### src/rtl/adc_data_unpack_pkg.sv
// -----------------------------------------------------------------------------
// adc_unpack_pkg
// Shared constants and helpers for the ADC receive-side lane unpacker.
//   ST_*          link-state FSM encodings (2 bits)
//   TEST_PATTERN  DAC mux test word as it appears after byte restore
//   LANE_W / NUM_LANES / SAMPLE_W / DATA_W  datapath geometry
//   SWAP_A/SWAP_B lane indices exchanged by the QSTACK5 packing
// -----------------------------------------------------------------------------
package adc_unpack_pkg;

   localparam logic [1:0] ST_DOWN   = 2'd0;
   localparam logic [1:0] ST_SETTLE = 2'd1;
   localparam logic [1:0] ST_RUN    = 2'd2;

   localparam int LANE_W    = 32;
   localparam int NUM_LANES = 8;
   localparam int SAMPLE_W  = 16;
   localparam int DATA_W    = LANE_W * NUM_LANES;
   localparam int NUM_BUSES = NUM_LANES / 2;

   localparam int SWAP_A = 4;
   localparam int SWAP_B = 6;

   localparam logic [LANE_W-1:0] TEST_PATTERN = 32'hFF7FFF7F;

   // The JESD core delivers each lane word with its bytes reversed.
   function automatic logic [LANE_W-1:0] byte_restore(input logic [LANE_W-1:0] w);
      return {w[7:0], w[15:8], w[23:16], w[31:24]};
   endfunction

   // Source lane for output position 'lane' when the QSTACK5 swap is active.
   function automatic int swap_src(input int lane);
      if (lane == SWAP_A) return SWAP_B;
      if (lane == SWAP_B) return SWAP_A;
      return lane;
   endfunction

endpackage

### src/rtl/adc_data_unpack_lane_restore.sv
// -----------------------------------------------------------------------------
// adc_lane_restore
// Two-stage lane front end: S1 restores byte order inside every 32-bit lane
// word, S2 undoes the QSTACK5 lane 4/6 exchange. Valid travels with the data.
//   clk_i             user clock
//   rst_ni            asynchronous active-low reset
//   qstack_version_i  0 = QSTACK5 (swap lanes 4/6), 1 = QSTACK4 (identity)
//   valid_i / data_i  incoming beat (256 b, 8 lanes)
//   valid_o / data_o  restored beat, 2 cycles after input
// -----------------------------------------------------------------------------
module adc_lane_restore
   import adc_unpack_pkg::*;
(
   input  logic              clk_i,
   input  logic              rst_ni,
   input  logic              qstack_version_i,
   input  logic              valid_i,
   input  logic [DATA_W-1:0] data_i,
   output logic              valid_o,
   output logic [DATA_W-1:0] data_o
);

   logic              s1_valid_q;
   logic              s2_valid_q;
   logic [LANE_W-1:0] s1_lane [NUM_LANES];

   always_ff @(posedge clk_i or negedge rst_ni) begin
      if (!rst_ni) begin
         s1_valid_q <= 1'b0;
         s2_valid_q <= 1'b0;
      end else begin
         s1_valid_q <= valid_i;
         s2_valid_q <= s1_valid_q;
      end
   end

   genvar gi;
   generate
      for (gi = 0; gi < NUM_LANES; gi++) begin : g_lane
         localparam int SRC = swap_src(gi);

         logic [LANE_W-1:0] s1_q;
         logic [LANE_W-1:0] s1_d;
         logic [LANE_W-1:0] s2_q;
         logic [LANE_W-1:0] s2_d;

         assign s1_d        = byte_restore(data_i[gi*LANE_W +: LANE_W]);
         assign s1_lane[gi] = s1_q;
         // qstack_version is sampled live here, so a change hits the very
         // next beat leaving S1; nothing is flushed.
         assign s2_d = qstack_version_i ? s1_lane[gi] : s1_lane[SRC];

         always_ff @(posedge clk_i or negedge rst_ni) begin
            if (!rst_ni) begin
               s1_q <= '0;
               s2_q <= '0;
            end else begin
               s1_q <= s1_d;
               s2_q <= s2_d;
            end
         end

         assign data_o[gi*LANE_W +: LANE_W] = s2_q;
      end
   endgenerate

   assign valid_o = s2_valid_q;

endmodule

### src/rtl/adc_data_unpack.sv
// -----------------------------------------------------------------------------
// adc_data_unpack
// Receive-side counterpart of the DAC lane packer: restores lane byte order,
// undoes the QSTACK5 lane swap, splits the 256-bit beat into four 4-sample
// buses, gates output with a DOWN/SETTLE/RUN link FSM and counts stream gaps.
// Optional feature: define ADC_PATTERN_CHK_EN to add the test-pattern checker
// driving pat_err_cnt; otherwise pat_err_cnt is tied to zero.
// Ports:
//   clk_user_bufg   only clock
//   rst_n           asynchronous active-low reset
//   qstack_version  0 = QSTACK5 (lanes 4/6 swapped), 1 = QSTACK4
//   rx_sync         JESD link synced
//   rx_tvalid/rx_tdata  incoming beat, lane n at [32n+31:32n]
//   cfg_clr         pulse: clear gap_cnt and pat_err_cnt
//   adc0_i/adc0_q/adc1_i/adc1_q  sample buses, ch00 at [15:0] .. ch03 at [63:48]
//   out_valid       sample buses updated this cycle
//   link_up         FSM in RUN
//   link_drop       one-cycle pulse when sync is lost in SETTLE or RUN
//   gap_cnt         saturating count of RUN cycles without a beat
//   pat_err_cnt     saturating count of bad test-pattern beats
// -----------------------------------------------------------------------------
module adc_data_unpack
   import adc_unpack_pkg::*;
#(
   parameter int SETTLE_BEATS = 16,
   parameter int GAP_CNT_W    = 16
)(
   input  logic                 clk_user_bufg,
   input  logic                 rst_n,
   input  logic                 qstack_version,
   input  logic                 rx_sync,
   input  logic                 rx_tvalid,
   input  logic [DATA_W-1:0]    rx_tdata,
   input  logic                 cfg_clr,
   output logic [63:0]          adc0_i,
   output logic [63:0]          adc0_q,
   output logic [63:0]          adc1_i,
   output logic [63:0]          adc1_q,
   output logic                 out_valid,
   output logic                 link_up,
   output logic                 link_drop,
   output logic [GAP_CNT_W-1:0] gap_cnt,
   output logic [15:0]          pat_err_cnt
);

   localparam logic [7:0] SETTLE_LAST = 8'(SETTLE_BEATS - 1);

   logic                 rx_sync_d1_q;
   logic                 rx_sync_d2_q;
   logic [1:0]           state_q;
   logic [1:0]           state_d;
   logic                 in_run;
   logic                 in_link;
   logic [7:0]           settle_cnt_q;
   logic                 link_drop_q;
   logic [GAP_CNT_W-1:0] gap_q;
   logic                 s2_valid;
   logic [DATA_W-1:0]    s2_data;
   logic                 out_valid_q;
   logic                 out_valid_d;
   logic [63:0]          bus [NUM_BUSES];

   // ---------------- sync pipeline ----------------
   always_ff @(posedge clk_user_bufg or negedge rst_n) begin
      if (!rst_n) begin
         rx_sync_d1_q <= 1'b0;
         rx_sync_d2_q <= 1'b0;
      end else begin
         rx_sync_d1_q <= rx_sync;
         rx_sync_d2_q <= rx_sync_d1_q;
      end
   end

   // ---------------- link FSM ----------------
   always_ff @(posedge clk_user_bufg or negedge rst_n) begin
      if (!rst_n) state_q <= ST_DOWN;
      else        state_q <= state_d;
   end

   always_comb begin
      state_d = state_q;
      case (state_q)
         ST_DOWN:   if (rx_sync_d1_q) state_d = ST_SETTLE;
         ST_SETTLE: begin
            if (!rx_sync_d1_q)
               state_d = ST_DOWN;
            else if (rx_tvalid && (settle_cnt_q == SETTLE_LAST))
               state_d = ST_RUN;
         end
         ST_RUN:    if (!rx_sync_d1_q) state_d = ST_DOWN;
         default:   state_d = ST_DOWN;
      endcase
   end

   always_comb begin
      in_run  = (state_q == ST_RUN);
      in_link = (state_q == ST_SETTLE) || (state_q == ST_RUN);
   end

   // Beat counter only runs in SETTLE, so every fresh SETTLE starts at zero.
   always_ff @(posedge clk_user_bufg or negedge rst_n) begin
      if (!rst_n)                   settle_cnt_q <= '0;
      else if (state_q != ST_SETTLE) settle_cnt_q <= '0;
      else if (rx_tvalid)           settle_cnt_q <= settle_cnt_q + 8'd1;
   end

   always_ff @(posedge clk_user_bufg or negedge rst_n) begin
      if (!rst_n) link_drop_q <= 1'b0;
      else        link_drop_q <= rx_sync_d2_q & ~rx_sync_d1_q & in_link;
   end

   // ---------------- S1 + S2 ----------------
   // Valid is tagged with RUN at S1 entry; beats accepted during SETTLE
   // therefore never produce out_valid.
   adc_lane_restore u_restore (
      .clk_i            (clk_user_bufg),
      .rst_ni           (rst_n),
      .qstack_version_i (qstack_version),
      .valid_i          (rx_tvalid & in_run),
      .data_i           (rx_tdata),
      .valid_o          (s2_valid),
      .data_o           (s2_data)
   );

   // ---------------- S3 unpack ----------------
   // Re-qualifying with RUN here lets beats still in flight at a link drop
   // drain silently.
   assign out_valid_d = s2_valid & in_run;

   always_ff @(posedge clk_user_bufg or negedge rst_n) begin
      if (!rst_n) out_valid_q <= 1'b0;
      else        out_valid_q <= out_valid_d;
   end

   genvar gi;
   generate
      for (gi = 0; gi < NUM_BUSES; gi++) begin : g_bus
         logic [LANE_W-1:0] w_even;
         logic [LANE_W-1:0] w_odd;
         logic [63:0]       bus_q;

         assign w_even = s2_data[(2*gi)*LANE_W   +: LANE_W];
         assign w_odd  = s2_data[(2*gi+1)*LANE_W +: LANE_W];

         // Even word carries ch00 (upper) / ch02 (lower), odd word ch01 / ch03.
         always_ff @(posedge clk_user_bufg or negedge rst_n) begin
            if (!rst_n)
               bus_q <= '0;
            else if (out_valid_d)
               bus_q <= {w_odd[SAMPLE_W-1:0],       w_even[SAMPLE_W-1:0],
                         w_odd[LANE_W-1:SAMPLE_W],  w_even[LANE_W-1:SAMPLE_W]};
         end

         assign bus[gi] = bus_q;
      end
   endgenerate

   // ---------------- gap counter ----------------
   always_ff @(posedge clk_user_bufg or negedge rst_n) begin
      if (!rst_n)
         gap_q <= '0;
      else if (cfg_clr)
         gap_q <= '0;
      else if (in_run && !rx_tvalid && (gap_q != '1))
         gap_q <= gap_q + GAP_CNT_W'(1);
   end

   // ---------------- optional pattern checker ----------------
`ifdef ADC_PATTERN_CHK_EN
   logic        pat_bad;
   logic [15:0] pat_err_q;

   always_comb begin
      pat_bad = 1'b0;
      for (int l = 0; l < NUM_LANES; l++) begin
         if (s2_data[l*LANE_W +: LANE_W] != TEST_PATTERN) pat_bad = 1'b1;
      end
   end

   always_ff @(posedge clk_user_bufg or negedge rst_n) begin
      if (!rst_n)
         pat_err_q <= '0;
      else if (cfg_clr)
         pat_err_q <= '0;
      else if (s2_valid && in_run && pat_bad && (pat_err_q != 16'hFFFF))
         pat_err_q <= pat_err_q + 16'd1;
   end

   assign pat_err_cnt = pat_err_q;
`else
   assign pat_err_cnt = 16'h0000;
`endif

   assign adc0_i    = bus[0];
   assign adc0_q    = bus[1];
   assign adc1_i    = bus[2];
   assign adc1_q    = bus[3];
   assign out_valid = out_valid_q;
   assign link_up   = in_run;
   assign link_drop = link_drop_q;
   assign gap_cnt   = gap_q;

endmodule
### config.mk
export PLATFORM = sky130hd
export DESIGN_NAME = adc_data_unpack
export DESIGN_NICKNAME = d
export VERILOG_FILES = /design/src/rtl/adc_data_unpack_pkg.sv /design/src/rtl/adc_data_unpack_lane_restore.sv /design/src/rtl/adc_data_unpack.sv
export SDC_FILE = /design/constraint.sdc
export NUM_CORES = 1
export LEC_CHECK = 0
export BUFFER_PORTS_ARGS = -buffer_cell sky130_fd_sc_hd__buf_2
export CAP_MARGIN = 30
export CORE_MARGIN = 1.5
export CORE_UTILIZATION = 35
export CTS_CLUSTER_DIAMETER = 50
export DETAILED_ROUTE_END_ITERATION = 10
export SYNTH_ARGS = -nofsm -noshare
export SYNTH_HDL_FRONTEND = slang
export SYNTH_SLANG_ARGS = --single-unit
### constraint.sdc
create_clock -name clk_user_bufg -period 3.71 [get_ports clk_user_bufg]
set_input_delay 0.742 -clock clk_user_bufg [delete_from_list [all_inputs] [get_ports clk_user_bufg]]
set_output_delay 0.742 -clock clk_user_bufg [all_outputs]
set_load 0.05 [all_outputs]
==> results of run 1 <==
[cells by family (layout without fill, tap and decap cells)]
| kind of cell | count (synthesis) | in the layout | share of synthesized area (%) |
|---|---|---|---|
| compound gates | 25 | 25 | 0.696 |
| xor+xnor | 7 | 7 | 0.247 |
| fa+ha+maj | 6 | 6 | 0.303 |
| buf+inv | 62 | 738 | 1.35 |
| flops | 800 | 800 | 80.7 |
| mux | 327 | 327 | 14.8 |
| other cells | 1 | 21 | 0.0151 |
| simple gates | 75 | 75 | 1.84 |
[state kept, by name, summed over array words and instances, names as in the netlist, 2 cells and up]
register               cells
u_restore.g_lane.s1_q    256
u_restore.g_lane.s2_q    256
adc0_i                    64
adc0_q                    64
adc1_i                    64
adc1_q                    64
gap_cnt                   16
settle_cnt_q               8
state_q                    2
[layout make-up]
type                            instances  area [µm²]
Fill cell                            6142       38000
Clock buffer                          124        2550
Timing Repair Buffer                  571        3170
Sequential cell                       800       20000
Tap cell                              940        1180
Inverter                                5        18.8
Multi-Input combinational cell        456        4510
Clock inverter                         38         537
Antenna cell                            5        12.5
[critical path: stages (launching register included)]
cell	delay (ps)
dfrtp_1	380
inv_1	130
ha_1	310
buf_2	340
[metrics by stage]
stage | area [µm²] | setup slack, ps
floorplan | 24900 | 1430
global placement | 28900 | 1410
detailed placement | 28900 | 1320
CTS | 32000 | 1110
global route | 32000 | 1020
finish | 32000 | 1170
[synthesized netlist by cell type, types with 5 or more instances]
master    instances  area (µm²)
inv_1             5        18.8
dfrtp_1         800       20000
ha_1              6        75.1
clkbuf_1          7        26.3
nand4_1           6        37.5
nor3_1            5        25.0
nor2b_1           6        37.5
mux2_1          310        3490
and2_1            8        50.1
buf_2            34         170
buf_4            16         120
or3_1             5        31.3
a21oi_1           7        35.0
nor2_1           16        60.1
nand2_1           8        30.0
mux2_2           14         158
[power by group through the flow]
stage / sequential [mW] / combinational (mW) / clock (mW)
final: 9.15 / 0.553 / 8.95
after detailed placement: 9.30 / 0.576 / 0
after floorplan: 9.27 / 0.179 / 0
after global routing: 9.17 / 0.636 / 9.60
after CTS: 9.15 / 0.579 / 9.22
after global placement: 9.29 / 0.552 / 0
[per-layer routing]
layer	track usage, %	vias up
met3	5.44	93
met1	18.0	6656
met2	24.0	428
met4	5.26	12
li1	-	5646
met5	0	-
[worst max path at each step]
| stage | startpoint | to | slack, ps | cells after the start |
|---|---|---|---|---|
| detailed placement | state_q[0] | adc0_q[39] | 1320 | 5 |
| floorplan | state_q[0] | gap_cnt[13] | 1430 | 6 |
| global route | state_q[0] | link_up | 1020 | 3 |
| finish | state_q[0] | link_up | 1170 | 3 |
| global placement | state_q[0] | adc1_i[33] | 1410 | 5 |
| CTS | state_q[0] | link_up | 1110 | 3 |
==> results.sh, run 1 <==
export IMPL_critPathLaunchType="register"
export IMPL_utilization_pct=45.7
export IMPL_ys_warn_count=0
export IMPL_async_flop_share_pct=100
export IMPL_p_clk_share_pct=48.0
export IMPL_drt_pre_antenna_iters=4
export IMPL_area_growth_pct=29.0
export IMPL_synth_edf_count=0
export IMPL_period_minus_slack_ps=2540
export IMPL_r2r_setup_slack_ps=1300
export IMPL_hpwl_um=36700
export IMPL_setup_tns_final_ps=0
export IMPL_cts_tree="done"
export IMPL_p_seq_share_pct=49.0
export IMPL_grt_pass1_vias=14218
export IMPL_r2r_end="adc0_i[28]"
export IMPL_final_instance_count_excl_fill=2939
export IMPL_track_usage_pct=14.8
export IMPL_cp_max_fo=7
export IMPL_powerDensity_mw_per_mm2=583
export IMPL_path_clk_slew_ps=60
export IMPL_h_tree_depth=3
export IMPL_cap_violations=0
export IMPL_numCtsBuffers=90
export IMPL_wl_met3_um=4640
export IMPL_finClkSkew_ps=28.1
export IMPL_p_leak_nw=16.6
export IMPL_r2r_start="state_q[0]"
export IMPL_p_sw_share_pct=21.5
export IMPL_drc=0
export IMPL_netlist_cell_type_count=44
export IMPL_layout_commonest_cell="dfrtp_1"
export IMPL_initial_core_util_pct=35.4
export IMPL_rsz0062_at_grt="false"
export IMPL_post_cts_resized=0
export IMPL_cp_arrival_ps=1790
export IMPL_period_share_pct=68.4
export IMPL_reg2regPathDepth=5
export IMPL_pwr_share_comb_pct=3.0
export IMPL_grt_max_degree=93
export IMPL_setup_viol=0
export IMPL_grt_pass1_wl_um=83300
export IMPL_drive_gt1_share_pct=36.9
export IMPL_finalPower_mw=18.6
export IMPL_outcome="completed"
export IMPL_viasPerCell=4.37
export IMPL_rows=97
export IMPL_dr_wl_met2_um=25400
export IMPL_holdWs_ps=155
export IMPL_cts_path_max_buffers=3
export IMPL_final_cell_mix="dfrtp_1, buf_2, mux2_1"
export IMPL_clock_sinks=800
export IMPL_syn_instance_count=1303
export IMPL_wl_met1_um=21000
export IMPL_die_area_mm2=0.0725
export IMPL_highest_layer="met5"
export IMPL_grt_overflow_total=0
export IMPL_io_pins=553
export IMPL_fin_nets=2192
export IMPL_synthFlopType="dfrtp_1"
export IMPL_die_y_um=269
export IMPL_ys_seq_area_share_pct=80.7
export IMPL_ctsHoldBuffers=0
export IMPL_ys_ff_latch=800
export IMPL_drt_iter0_drc=442
export IMPL_placedCellCount=2772
export IMPL_grt_antenna_before_repair=11
export IMPL_cts_setup_buffers=0
export IMPL_p_int_mw=14.6
export IMPL_place_gp_congestion=0.811
export IMPL_max_freq_ghz=0.394
export IMPL_min_path_type="in2async"
export IMPL_slew_viol_final=0
export IMPL_vias=12835
export IMPL_insertion_delay_ps=630
export IMPL_cts_root_buffer="clkbuf_16"
export IMPL_power_switching_mw=4.00
export IMPL_critPathCaptureType="primary output"
export IMPL_postRouteAntennaNets=0
export IMPL_ir_drop_uv=374
export IMPL_core_area_mm2=0.0700
export IMPL_critPathKind="reg2out"
export IMPL_timing_slew_headroom_pct=36.5
export IMPL_synth_avg_cell_area_um2=19.0
export IMPL_io_buffers=536
export IMPL_critical_path_required_ps=2970
export IMPL_die_x_um=269
export IMPL_wl_per_cell_um=17.8
export IMPL_synthesis_area_mm2=0.0248
export IMPL_tightestPinTransition_ps=945
export IMPL_final_hold_violation_count=0
export IMPL_finalWirelength_um=52500
Power figures use the tool's default switching activity.
==> run 2, diff against run 1 <==
- clock period: 3.71 -> 2.2 ns (I/O delays scaled with it)
==> run 2 against run 1 <==
Effect of this change:
- clock skew rose by 6.4 ps
- power rose by 71%
- hold slack improved by 54 ps
- sequential share of layout area fell by 5.1 points
- clock power rose by 69%
- count of clock-buffer cells in the layout fell by 13
- utilization rose by 4.1 points
- routed wire length rose by 4.9%
- combinational power rose by 140%
- critical endpoint unchanged
==> results.sh, run 2 (same netlist as run 1, synthesis figures left out) <==
export IMPL_fin_nets=2467
export IMPL_die_y_um=269
export IMPL_outcome="completed"
export IMPL_path_clk_slew_ps=60
export IMPL_cts_path_max_buffers=3
export IMPL_drc=0
export IMPL_setup_viol=0
export IMPL_hpwl_um=37400
export IMPL_tightestPinTransition_ps=600
export IMPL_die_area_mm2=0.0725
export IMPL_drive_gt1_share_pct=33.5
export IMPL_slowest_delay_ps=390
export IMPL_cts_root_buffer="clkbuf_16"
export IMPL_final_cell_mix="dfrtp_1, buf_2, mux2_1"
export IMPL_p_seq_share_pct=48.3
export IMPL_postRouteAntennaNets=0
export IMPL_place_gp_congestion=0.806
export IMPL_p_int_mw=25.0
export IMPL_area_growth_pct=40.4
export IMPL_critPathTopFamily="buffers and inverters"
export IMPL_drt_iter0_drc=512
export IMPL_cp_max_fo=7
export IMPL_critical_path_required_ps=1760
export IMPL_p_clk_share_pct=47.4
export IMPL_p_sw_share_pct=21.7
export IMPL_max_freq_ghz=0.483
export IMPL_slew_viol_final=0
export IMPL_finalWirelength_um=55000
export IMPL_core_area_mm2=0.0700
export IMPL_ir_drop_uv=648
export IMPL_p_leak_nw=17.8
export IMPL_grt_pass1_vias=15679
export IMPL_grt_pass1_wl_um=88400
export IMPL_io_buffers=536
export IMPL_setup_tns_final_ps=0
export IMPL_die_x_um=269
export IMPL_critPathLaunchType="register"
export IMPL_period_share_pct=94.2
export IMPL_cp_slowest_cell="dfrtp_1"
export IMPL_initial_core_util_pct=35.4
export IMPL_holdWs_ps=208
export IMPL_layout_commonest_cell="dfrtp_1"
export IMPL_grt_max_degree=78
export IMPL_io_pins=553
export IMPL_critPathKind="reg2out"
export IMPL_viasPerCell=4.28
export IMPL_h_tree_depth=3
export IMPL_vias=13741
export IMPL_cts_setup_buffers=0
export IMPL_worst_path_buf_inv=2
export IMPL_grt_antenna_before_repair=6
export IMPL_power_switching_mw=6.93
export IMPL_critPathCaptureType="primary output"
export IMPL_timing_slew_headroom_pct=60.0
export IMPL_period_minus_slack_ps=2070
export IMPL_reg_top3="u_restore.g_lane.s1_q (256), u_restore.g_lane.s2_q (256)"
export IMPL_powerDensity_mw_per_mm2=917
export IMPL_final_hold_violation_count=0
export IMPL_wl_per_cell_um=17.1
export IMPL_cts_tree="done"
export IMPL_grt_overflow_total=0
export IMPL_cp_arrival_ps=1630
export IMPL_pwr_share_comb_pct=4.2
export IMPL_drt_pre_antenna_iters=4
export IMPL_critical_path_cell_chain="inv_1, ha_4, buf_4"
export IMPL_rows=97
export IMPL_final_instance_count_excl_fill=3210
export IMPL_placedCellCount=2789
export IMPL_clock_sinks=800
export IMPL_finClkSkew_ps=34.4
export IMPL_rsz0062_at_grt="false"
export IMPL_min_path_type="in2reg"
export IMPL_track_usage_pct=15.5
export IMPL_numCtsBuffers=90
export IMPL_insertion_delay_ps=630
export IMPL_finalPower_mw=31.9
export IMPL_cap_violations=0
[run 2: per-stage QoR]
step / area [µm²] / setup WS [ps] / utilization, %
floorplan: 24900 / 127 / -
global placement: 29100 / 194 / 41.6
detailed placement: 29100 / 151 / 41.6
CTS: 34800 / 19.5 / 49.7
global route: 34800 / 21.1 / 49.7
finish: 34800 / 128 / 49.7
[run 2: cell type report]
cell class	instances	area [µm²]
Antenna cell	2	5.00
Clock buffer	111	2430
Clock inverter	50	681
Fill cell	5778	35200
Inverter	5	18.8
Multi-Input combinational cell	456	4520
Sequential cell	800	20000
Tap cell	940	1180
Timing Repair Buffer	846	5980
[run 2: repair_timing]
item,4_1_cts,5_1_grt
endpoints found under the setup margin,1,1
hold buffers,258,0
resized for setup,1,1
hold endpoints to repair,279,0
pin swaps,0,0
[run 2: worst register-to-register path: cells and delay by family (launching register included)]
family / cells / cell delay, ps
fa+ha+maj: 1 / 210
buf+inv: 1 / 180
flops: 1 / 390
mux: 1 / 360
simple gates: 3 / 740
[run 2: path summary, 6_finish.rpt]
| kind | startpoint | to | slack [ps] | depth (start not counted) |
|---|---|---|---|---|
| max in group asynchronous | rst_n | adc1_q[37] | 1000 | 4 |
| setup / recovery | state_q[0] | link_up | 130 | 3 |
| min in group asynchronous | rst_n | u_restore.g_lane[2].s1_q[22] | 390 | 2 |
| hold / removal | rx_tvalid | u_restore.s1_valid_q | 210 | 2 |
| hold reg to reg | u_restore.g_lane[0].s1_q[26] | u_restore.g_lane[0].s2_q[26] | 330 | 0 |
| setup reg to reg | state_q[0] | gap_cnt[13] | 190 | 6 |
[run 2: power groups by stage]
stage | sequential, mW | clock [mW] | combinational, mW
2_1_floorplan | 15.6 | 0 | 0.302
3_3_place_gp | 15.7 | 0 | 0.950
3_5_place_dp | 15.7 | 0 | 0.984
4_1_cts | 15.4 | 15.6 | 1.38
5_1_grt | 15.5 | 16.3 | 1.50
6_report | 15.4 | 15.1 | 1.35
[run 2: per-layer routing]
metal  up-vias  GRT usage [%]  share of wire, %
met5         -              0             0.065
met4         6           5.68               2.7
met3       104           5.18               7.8
met2       443           26.3                50
met1      7005           18.4                40
li1       6183              -                 -
==> run 3, diff against run 2 <==
- CORE_ASPECT_RATIO: not set -> 1.1
==> run 3 against run 2 <==
Effect of this change:
- sequential share of layout area is 0.20 points higher
- combinational power hardly changed
- global-route usage is 0.12 points higher
- hold slack worse by 13 ps
- power is 0.50% lower
- non-clock buffer count is 8 lower
- clock power hardly changed
- highest routed layer unchanged
==> results.sh, run 3 (same netlist as run 1, synthesis figures left out) <==
export IMPL_io_pins=553
export IMPL_setup_viol=0
export IMPL_fin_nets=2456
export IMPL_cp_arrival_ps=1630
export IMPL_area_growth_pct=40.0
export IMPL_slew_viol_final=0
export IMPL_viasPerCell=4.35
export IMPL_critPathLaunchType="register"
export IMPL_seq_area_mm2=0.0200
export IMPL_rows=102
export IMPL_initial_core_util_pct=35.3
export IMPL_cp_slowest_cell="dfrtp_1"
export IMPL_grt_pass1_vias=15481
export IMPL_drt_pre_antenna_iters=4
export IMPL_reg_top3="u_restore.g_lane.s1_q (256), u_restore.g_lane.s2_q (256)"
export IMPL_p_leak_nw=17.8
export IMPL_die_y_um=282
export IMPL_place_gp_congestion=0.790
export IMPL_critPathKind="reg2out"
export IMPL_cp_max_fo=7
export IMPL_ir_drop_uv=620
export IMPL_track_usage_pct=15.6
export IMPL_timing_slew_headroom_pct=51.7
export IMPL_die_x_um=257
export IMPL_grt_antenna_before_repair=10
export IMPL_io_buffers=536
export IMPL_path_clk_slew_ps=60
export IMPL_utilization_pct=49.4
export IMPL_die_area_mm2=0.0725
export IMPL_critical_path_required_ps=1760
export IMPL_clock_sinks=800
export IMPL_fillerInstances=5927
export IMPL_drt_iter0_drc=517
export IMPL_cts_tree="done"
export IMPL_vias=13902
export IMPL_rsz0062_at_grt="false"
export IMPL_postRouteAntennaNets=0
export IMPL_drc=0
export IMPL_finClkSkew_ps=28.7
export IMPL_final_instance_count_excl_fill=3197
export IMPL_powerDensity_mw_per_mm2=915
export IMPL_cts_root_buffer="clkbuf_16"
export IMPL_grt_pass1_wl_um=87900
export IMPL_grt_max_degree=65
export IMPL_critical_path_cell_chain="inv_1, ha_2, buf_4"
export IMPL_numCtsBuffers=87
export IMPL_wl_per_cell_um=17.5
export IMPL_multi_input_area_mm2=0.00452
export IMPL_min_path_type="in2reg"
export IMPL_tightestPinTransition_ps=725
export IMPL_setup_tns_final_ps=0
export IMPL_outcome="completed"
export IMPL_final_hold_violation_count=0
export IMPL_cap_violations=0
export IMPL_finalWirelength_um=56100
export IMPL_period_share_pct=94.0
export IMPL_holdWs_ps=195
export IMPL_core_area_mm2=0.0703
export IMPL_cts_setup_buffers=0
export IMPL_placedCellCount=2777
export IMPL_insertion_delay_ps=630
export IMPL_layout_commonest_cell="dfrtp_1"
export IMPL_grt_overflow_total=0
export IMPL_drive_gt1_share_pct=33.1
export IMPL_cts_path_max_buffers=3
export IMPL_slowest_delay_ps=380
export IMPL_final_cell_mix="dfrtp_1, buf_2, mux2_1"
export IMPL_critPathCaptureType="primary output"
export IMPL_max_freq_ghz=0.483
export IMPL_period_minus_slack_ps=2070
export IMPL_hpwl_um=38300
export IMPL_h_tree_depth=3
[run 3: metal layers]
metal,share of wire (%),vias to the layer above,global-route usage [%]
li1,-,6161,-
met1,39,7149,18.5
met2,49,444,25.8
met3,7.7,130,5.48
met4,3.7,18,6.98
met5,0.22,-,0
[run 3: repair_timing]
item	in CTS	in global routing
gates resized for setup	1	2
hold endpoints to repair	288	0
endpoints found under the setup margin	1	2
hold buffers	258	0
[run 3: final cells by class]
type	count	area share, %
sequential	800	57.7
timing repair buffer	838	17.0
multi-input combinational	456	13.0
clock buffer	121	7.13
tap	936	3.37
clock inverter	40	1.72
inverter	5	0.0541
antenna	1	0.00721
[run 3: path summary, 6_finish.rpt]
kind | end | cells past startpoint | from | slack [ps]
max in group asynchronous | adc0_q[3] | 3 | rst_n | 870
min in group asynchronous | adc0_i[36] | 2 | rst_n | 440
setup reg to reg | gap_cnt[9] | 6 | state_q[0] | 140
hold reg to reg | u_restore.g_lane[7].s2_q[15] | 0 | u_restore.g_lane[7].s1_q[15] | 340
hold / removal | u_restore.s1_valid_q | 2 | rx_tvalid | 200
setup / recovery | link_up | 3 | state_q[0] | 130
[run 3: stage by stage]
step | worst slack [ps] | power (mW) | instance area (µm²)
2_1_floorplan | 127 | 15.9 | 24900
3_3_place_gp | 182 | 16.6 | 29000
3_5_place_dp | 157 | 16.7 | 29000
4_1_cts | 59.0 | 32.3 | 34700
5_1_grt | 2.59 | 33.1 | 34700
6_report | 131 | 31.8 | 34700
[run 3: power by group]
group	switching [mW]	internal, mW
clock	6.05	8.98
sequential	0.170	15.3
combinational	0.661	0.664
[run 3: worst max-delay path: cells and delay by family, from the launching register on]
family	cells	cell delay, ps
buf+inv	2	350
fa+ha+maj	1	270
flops	1	380
